## config.mk

```make
export PLATFORM = sky130hd
export DESIGN_NAME = fetch_ctrl
export DESIGN_NICKNAME = d
export VERILOG_FILES = /design/src/rtl/fetch_ctrl.sv
export SDC_FILE = /design/constraint.sdc
export NUM_CORES = 1
export LEC_CHECK = 0
export ABC_AREA = 1
export CORE_MARGIN = 2
export CORE_UTILIZATION = 45
export DETAILED_ROUTE_END_ITERATION = 7
export PLACE_DENSITY = 0.77
export SLEW_MARGIN = 5
export SYNTH_ARGS = -nofsm -noshare
export SYNTH_HDL_FRONTEND = slang
export SYNTH_SLANG_ARGS = --single-unit
```

## constraint.sdc

```tcl
create_clock -name clk -period 2.2 [get_ports clk]
set_clock_uncertainty 0.1 [all_clocks]
set_input_delay 0.33 -clock clk [delete_from_list [all_inputs] [get_ports clk]]
set_output_delay 0.33 -clock clk [all_outputs]
set_load 0.1 [all_outputs]
```

## src/rtl/fetch_ctrl.sv

```systemverilog
// Instruction fetch controller: PC sequencing, RAW-stall hold and
// branch-redirect flush with a fixed number of bubble cycles.
module fetch_ctrl #(
    parameter int PC_W         = 16,
    parameter int INSTR_W      = 16,
    parameter int FLUSH_CYCLES = 2,
    parameter int RESET_PC     = 0
) (
    input  logic               clk,
    input  logic               reset,
    input  logic               stall_i,
    input  logic               branch_taken_i,
    input  logic [PC_W-1:0]    branch_target_i,
    output logic [PC_W-1:0]    imem_addr,
    input  logic [INSTR_W-1:0] imem_data,
    output logic [INSTR_W-1:0] instr_d,
    output logic [PC_W-1:0]    pc_d,
    output logic               valid_d,
    output logic               bubble_e,
    output logic               flush_busy,
    output logic               resume_o,
    output logic [15:0]        stall_cycles
);

    typedef enum logic {
        RUN   = 1'b0,
        FLUSH = 1'b1
    } state_t;

    localparam logic [PC_W-1:0] PC_RST  = PC_W'(RESET_PC);
    localparam logic [3:0]      FC_LOAD = 4'(FLUSH_CYCLES - 1);

    state_t              state, state_n;
    logic [3:0]          fcnt, fcnt_n;
    logic [PC_W-1:0]     pc, pc_n;
    logic [INSTR_W-1:0]  instr_n;
    logic [PC_W-1:0]     pc_d_n;
    logic                valid_n;
    logic                resume_n;
    logic [15:0]         stall_n;
    logic                hold;

    // A RAW hold only counts when no redirect is pending this cycle
    assign hold       = (state == RUN) && stall_i && !branch_taken_i;
    assign imem_addr  = pc;
    assign flush_busy = (state == FLUSH);
    assign bubble_e   = hold || (state == FLUSH);

    // Next-state and next-register computation for the fetch FSM
    always_comb begin
        state_n  = state;
        fcnt_n   = fcnt;
        pc_n     = pc;
        instr_n  = instr_d;
        pc_d_n   = pc_d;
        valid_n  = valid_d;
        resume_n = 1'b0;
        stall_n  = stall_cycles;
        unique case (state)
            RUN: begin
                if (branch_taken_i) begin
                    pc_n    = branch_target_i;
                    valid_n = 1'b0;
                    fcnt_n  = FC_LOAD;
                    state_n = FLUSH;
                end else if (stall_i) begin
                    if (stall_cycles != 16'hFFFF) begin
                        stall_n = stall_cycles + 16'd1;
                    end
                end else begin
                    instr_n = imem_data;
                    pc_d_n  = pc;
                    valid_n = 1'b1;
                    pc_n    = pc + PC_W'(1);
                end
            end
            FLUSH: begin
                valid_n = 1'b0;
                if (fcnt == 4'd0) begin
                    state_n  = RUN;
                    resume_n = 1'b1;
                end else begin
                    fcnt_n = fcnt - 4'd1;
                end
            end
            default: begin
                state_n = RUN;
            end
        endcase
    end

    // State and pipeline registers with asynchronous active-low reset
    always_ff @(posedge clk or negedge reset) begin
        if (!reset) begin
            state        <= RUN;
            fcnt         <= 4'd0;
            pc           <= PC_RST;
            instr_d      <= '0;
            pc_d         <= '0;
            valid_d      <= 1'b0;
            resume_o     <= 1'b0;
            stall_cycles <= 16'd0;
        end else begin
            state        <= state_n;
            fcnt         <= fcnt_n;
            pc           <= pc_n;
            instr_d      <= instr_n;
            pc_d         <= pc_d_n;
            valid_d      <= valid_n;
            resume_o     <= resume_n;
            stall_cycles <= stall_n;
        end
    end

endmodule

```

; Word level (Yosys, flattened, before mapping)
; Cells that the tools add are included.
[word_totals]
rom_bits = 0
ramBits = 0
reg_bits = 71
in_bits = 36
latch_bits = 0
wordCells = 41
output_inout_bits = 68
memories = 0
[classes]
add_sub_neg = 3
n_shift = 0
multipliers = 0
muxes = 13
magnitude_cmp = 0
div = 0
n_reduce_logical = 9
bitwise = 3
eq_ne = 5
[ops]
columns = operator, n
row1 = $add 16x1->16 const B, 2
row2 = $mux 16, 2
row3 = $ne 16x16->1 const B, 1
row4 = $mux 4, 2
row5 = $pmux 4 s2, 1
row6 = $mux 1, 6
row7 = $logic_not 4->1, 1
row8 = $ne 2x2->1 const B, 2
row9 = $pmux 1 s2, 2
row10 = $reduce_and 2->1, 2
row11 = $reduce_and 4->1, 1
row12 = $sub 4x1->4 const B, 1
row13 = $ne 3x3->1 const B, 1
row14 = $not 1->1, 3
row15 = $reduce_and 3->1, 1
row16 = $logic_and 1x1->1, 2
row17 = $ne 2x1->1 const B, 1
row18 = $logic_not 1->1, 1
row19 = $logic_or 1x1->1, 1

; Depth between registers and ports, before layout
[depth]
depth_word = 4
ltp_mapped = 9

; Worst setup path before layout
; Ideal clock, no wire load.
[synth_path]
path_kind = reg2out
start = reg state (netlist: flush_busy)
end = out bubble_e
arrival_time_ns = 1.945
path_slack_ns = -0.175
stages_incl_launch_ff = 4
path_cell_list = dfrtp_1 > inv_1 > nand2_2 > buf_2
[synth_between]
elab_chain_len = 4
[synth_lines]
columns = item, line
row1 = start: declaration, 33  ; state_t state, state_n;
row2 = start signal: assignment, 104  ; state <= state_n;
row3 = $not 1->1 (no line), --
row4 = $logic_and 1x1->1 (2 in series), 44  ; assign hold = (state == RUN) && stall_i && !branch_taken_i;
row5 = $logic_or 1x1->1 (*), 47  ; assign bubble_e = hold || (state == FLUSH);
row6 = end: declaration, 19  ; output logic bubble_e,
; Every way passes the cells marked *; elsewhere a longest branch is shown, timed or not.

; Final worst setup path
[layout_path]
start = in branch_taken_i
end = out bubble_e
[layout_between]
elab_chain_len = 3
[layout_lines]
columns = item, line
row1 = start: declaration, 12  ; input logic branch_taken_i,
row2 = $logic_not 1->1, 44
row3 = $logic_and 1x1->1, 44
row4 = $logic_or 1x1->1, 47
; No other way between the ends.

==> impl_results.md <==
* Crit path capture type: primary output
* Final nets at just under 600
* Setup WS pre-CTS at just over 0.2 ns
* Yosys warns at 0
* Post-synthesis mux area share at between 7 and 8%
* Starting Density at 45.7%
* ANT cells at 0
* Yosys reg bits at 71
* Remaining routing DRC violations at 0
* Rel. slew slack at 52.1%
* Area contributors post-synth: dfrtp_1 (48%), nand2_1 (13%), mux2_4 (6.1%), nor2_1 (4.7%), o21ai_0 (4.3%)
* Reg clk slew, reported paths at 0.08 ns
* Detailed Routing Iterations Pass 1 at 4
* Area Growth Syn to Fin at 33.1%
* Antenna Nets Post-Route at 0
* TritonCTS buffer count at 9
* Cells on Worst Hold Path at 2
* DIE AREA at between 8000 and 9000 µm²
* Worst Path Arrival at 1.48 ns
* Root buf cell: clkbuf_8
* Violation count after the first detailed-routing iteration at ~150
* Maxcap violations at 0
* WL/cell at 13.7 µm
* Max clock buf depth at 2
* Achievable Freq at ~520 MHz
* Top Ports at roughly 100
* First-pass GRT wire length at about 15 mm
* PostCTS Resize Cnt at 0
* HP Class: reg -> reg
* PnR worst setup slack at 0.292 ns
* Final Hold Vio Count at 0
* Reg-to-reg setup timing slack at 0.47 ns
* Status: complete, no violations
* Fin. max-slew vios at 0
* Crit Reg-Reg Endpoint: stall_cycles[3]
* Chip Height at 94.7 µm
* Hold wc startpoint: pc_d[14]
* Top cell type by total area after synthesis: dfrtp_1
* RSZ-0062 raised after global routing: false
* Top cell type's share of synthesized area at between 40% and 50%
* Core ar. at between 8000 and 9000 µm²
* Wire length on met1 at approximately 4.0 mm
* Crit path kind: in -> out
* TNS Setup at 0 ns
* Worst EP required at about 1.8 ns
* Post-synth top flop: dfrtp_1
* Worst-path maximum fanout at 13
* Final setup violating endpoints at 0
* CP startpoint kind: input port
* Gpl congestion at a little over 0.8
* Mapped Area at 3700 µm²
* Vias in the first global route at 3107
* GRT Total Usage at 21.1%
* Largest net degree at the start of global routing at 30
* EDFF count, synth at 0
* Antenna violations before repair at 0
* Skew-Pair Late Insertion Delay at around 0.35 ns
* Post-Synth XOR/XNOR Area at under 10%
* Remaining Overflow, GRT at 0
* CTS Sinks at 71
* Row count at 33
* Top layer reached by signal wires: met4
* Period minus WS final at approximately 1.9 ns
* Worst-Margin Slew at 0.718 ns
* CTS tree: yes
* Syn avg cell area at roughly 8.5 µm²
* I/O Buffers at 103
* Hold endpoint: pc_d[14]
* R2R cell count at 8
* Fraction of layout cells with a size suffix above 1 at 25.1%
* Vias per cell at about 5.0
* Post-Route WL at between 8 and 9 mm
* Post-synth net total at ~470
* DR vias at between 3000 and 4000
* Die Wd at approximately 95 µm
* Synth cell types at 36
* Hpwl dp at between 6 and 7 mm
* Synth Instances at 434
* Met3 Wirelength at approximately 510 µm
* Fillers at 726
* Reg2reg start: stall_cycles[0]
* Main combinational cell family by area after synthesis: simple AND/OR/NAND/NOR gates
* Adder-Cell Fraction of Synth Area at 1.01%
* WL met2 at roughly 4.3 mm
* H-tree Lvls at 3
* Synth Area in Compound Gates at 7.44%
* Post-synthesis async set-or-reset flop share at 100%
* Final worst path period share at 86.7%
* Register area share after synthesis at between 40% and 50%
* Simple-Gate Fraction of Synth Area at a little over a quarter
[cells in the mapped netlist (2+ instances only)]
library cell	number
nor2_2	2
nand2_4	2
o21ai_0	32
mux2_2	5
a21oi_1	8
xor2_1	5
nand4_1	10
buf_2	4
nand2_1	125
dfrtp_1	71
clkbuf_1	2
nand2_2	2
ha_1	3
nor2_1	46
xnor2_1	5
inv_4	2
nor3_1	3
nand3_1	26
o21ai_2	4
nor2_4	2
a22oi_1	2
mux2_4	15
or2_2	2
inv_1	41
buf_6	4
[stage by stage]
stage / cell area [µm²] / hold slack [ns] / util [%] / std cells
floorplan: 3710 / -0.0656 / - / 434
global route: 4930 / 0.415 / 60.9 / 655
finish: 4930 / 0.395 / 60.9 / 655
global placement: 4720 / 0.311 / 58.3 / 638
CTS: 4930 / 0.396 / 60.9 / 655
detailed placement: 4720 / 0.319 / 58.3 / 638
[cell families (layout without fill, tap and decap cells)]
| group | after synthesis | after routing |
|---|---|---|
| AOI/OAI and AO/OA | 50 | 50 |
| xor gates and xnor gates | 10 | 10 |
| adders and majority gates | 3 | 3 |
| buffers and inverters | 56 | 172 |
| DFF | 71 | 71 |
| muxes | 20 | 20 |
| and+or+nand+nor | 224 | 224 |
[layout make-up]
cell class	instances	area, µm²	area share, %
tap	105	131	2.67
clock inverter	6	60.1	1.22
timing repair buffer	112	976	19.8
sequential	71	1780	36.2
inverter	44	170	3.45
multi-input combinational	307	1670	33.9
clock buffer	10	138	2.79
[critical path: stages]
cell	delay, ns
clkdlybuf4s50_1	0.52
inv_4	0.07
nand2_4	0.10
nand2_2	0.20
buf_12	0.24
[flip-flops by register name, indices dropped and copies added (netlist names)]
register,flops
stall_cycles,16
resume_o,1
flush_busy,1
valid_d,1
imem_addr,16
fcnt,4
instr_d,16
pc_d,16
[what timing repair did]
item,CTS,global route
hold buffers,1,0
endpoints found under the setup margin,0,0
setup buffers,0,0
endpoints found under the hold margin,26,0
[worst max path at each step]
stage | to | cells after the start | slack, ns | start
floorplan | stall_cycles[13] | 8 | 0.1 | stall_cycles[6]
finish | bubble_e | 5 | 0.29 | branch_taken_i
global route | bubble_e | 3 | 0.23 | flush_busy
detailed placement | imem_addr[6] | 9 | 0.20 | branch_taken_i
global placement | imem_addr[6] | 9 | 0.25 | branch_taken_i
CTS | bubble_e | 5 | 0.31 | branch_taken_i
[layout by cell type, fill, tap and decap left out, types with 3 or more instances in the layout]
cell type	n
buf_12	4
clkdlybuf4s50_1	34
xnor2_1	5
o21ai_0	32
inv_1	41
clkbuf_8	10
xor2_1	5
mux2_4	15
clkinv_2	3
nand4_1	10
buf_4	72
a21oi_1	8
dfrtp_1	66
ha_1	3
nor3_1	3
nor2_1	46
o21ai_2	4
nand2_1	125
nand3_1	26
dfrtp_2	5
mux2_2	5
[metal layers]
layer / global-route usage [%] / vias to the layer above
met2: 32.7 / 98
met3: 3.91 / 6
met1: 30.4 / 1546
met5: 0 / -
met4: 6.16 / 0
li1: - / 1617
Power is left out: the tool's default activity adds up to more than one toggle a clock period on the data nets, which glitch-free logic cannot reach.
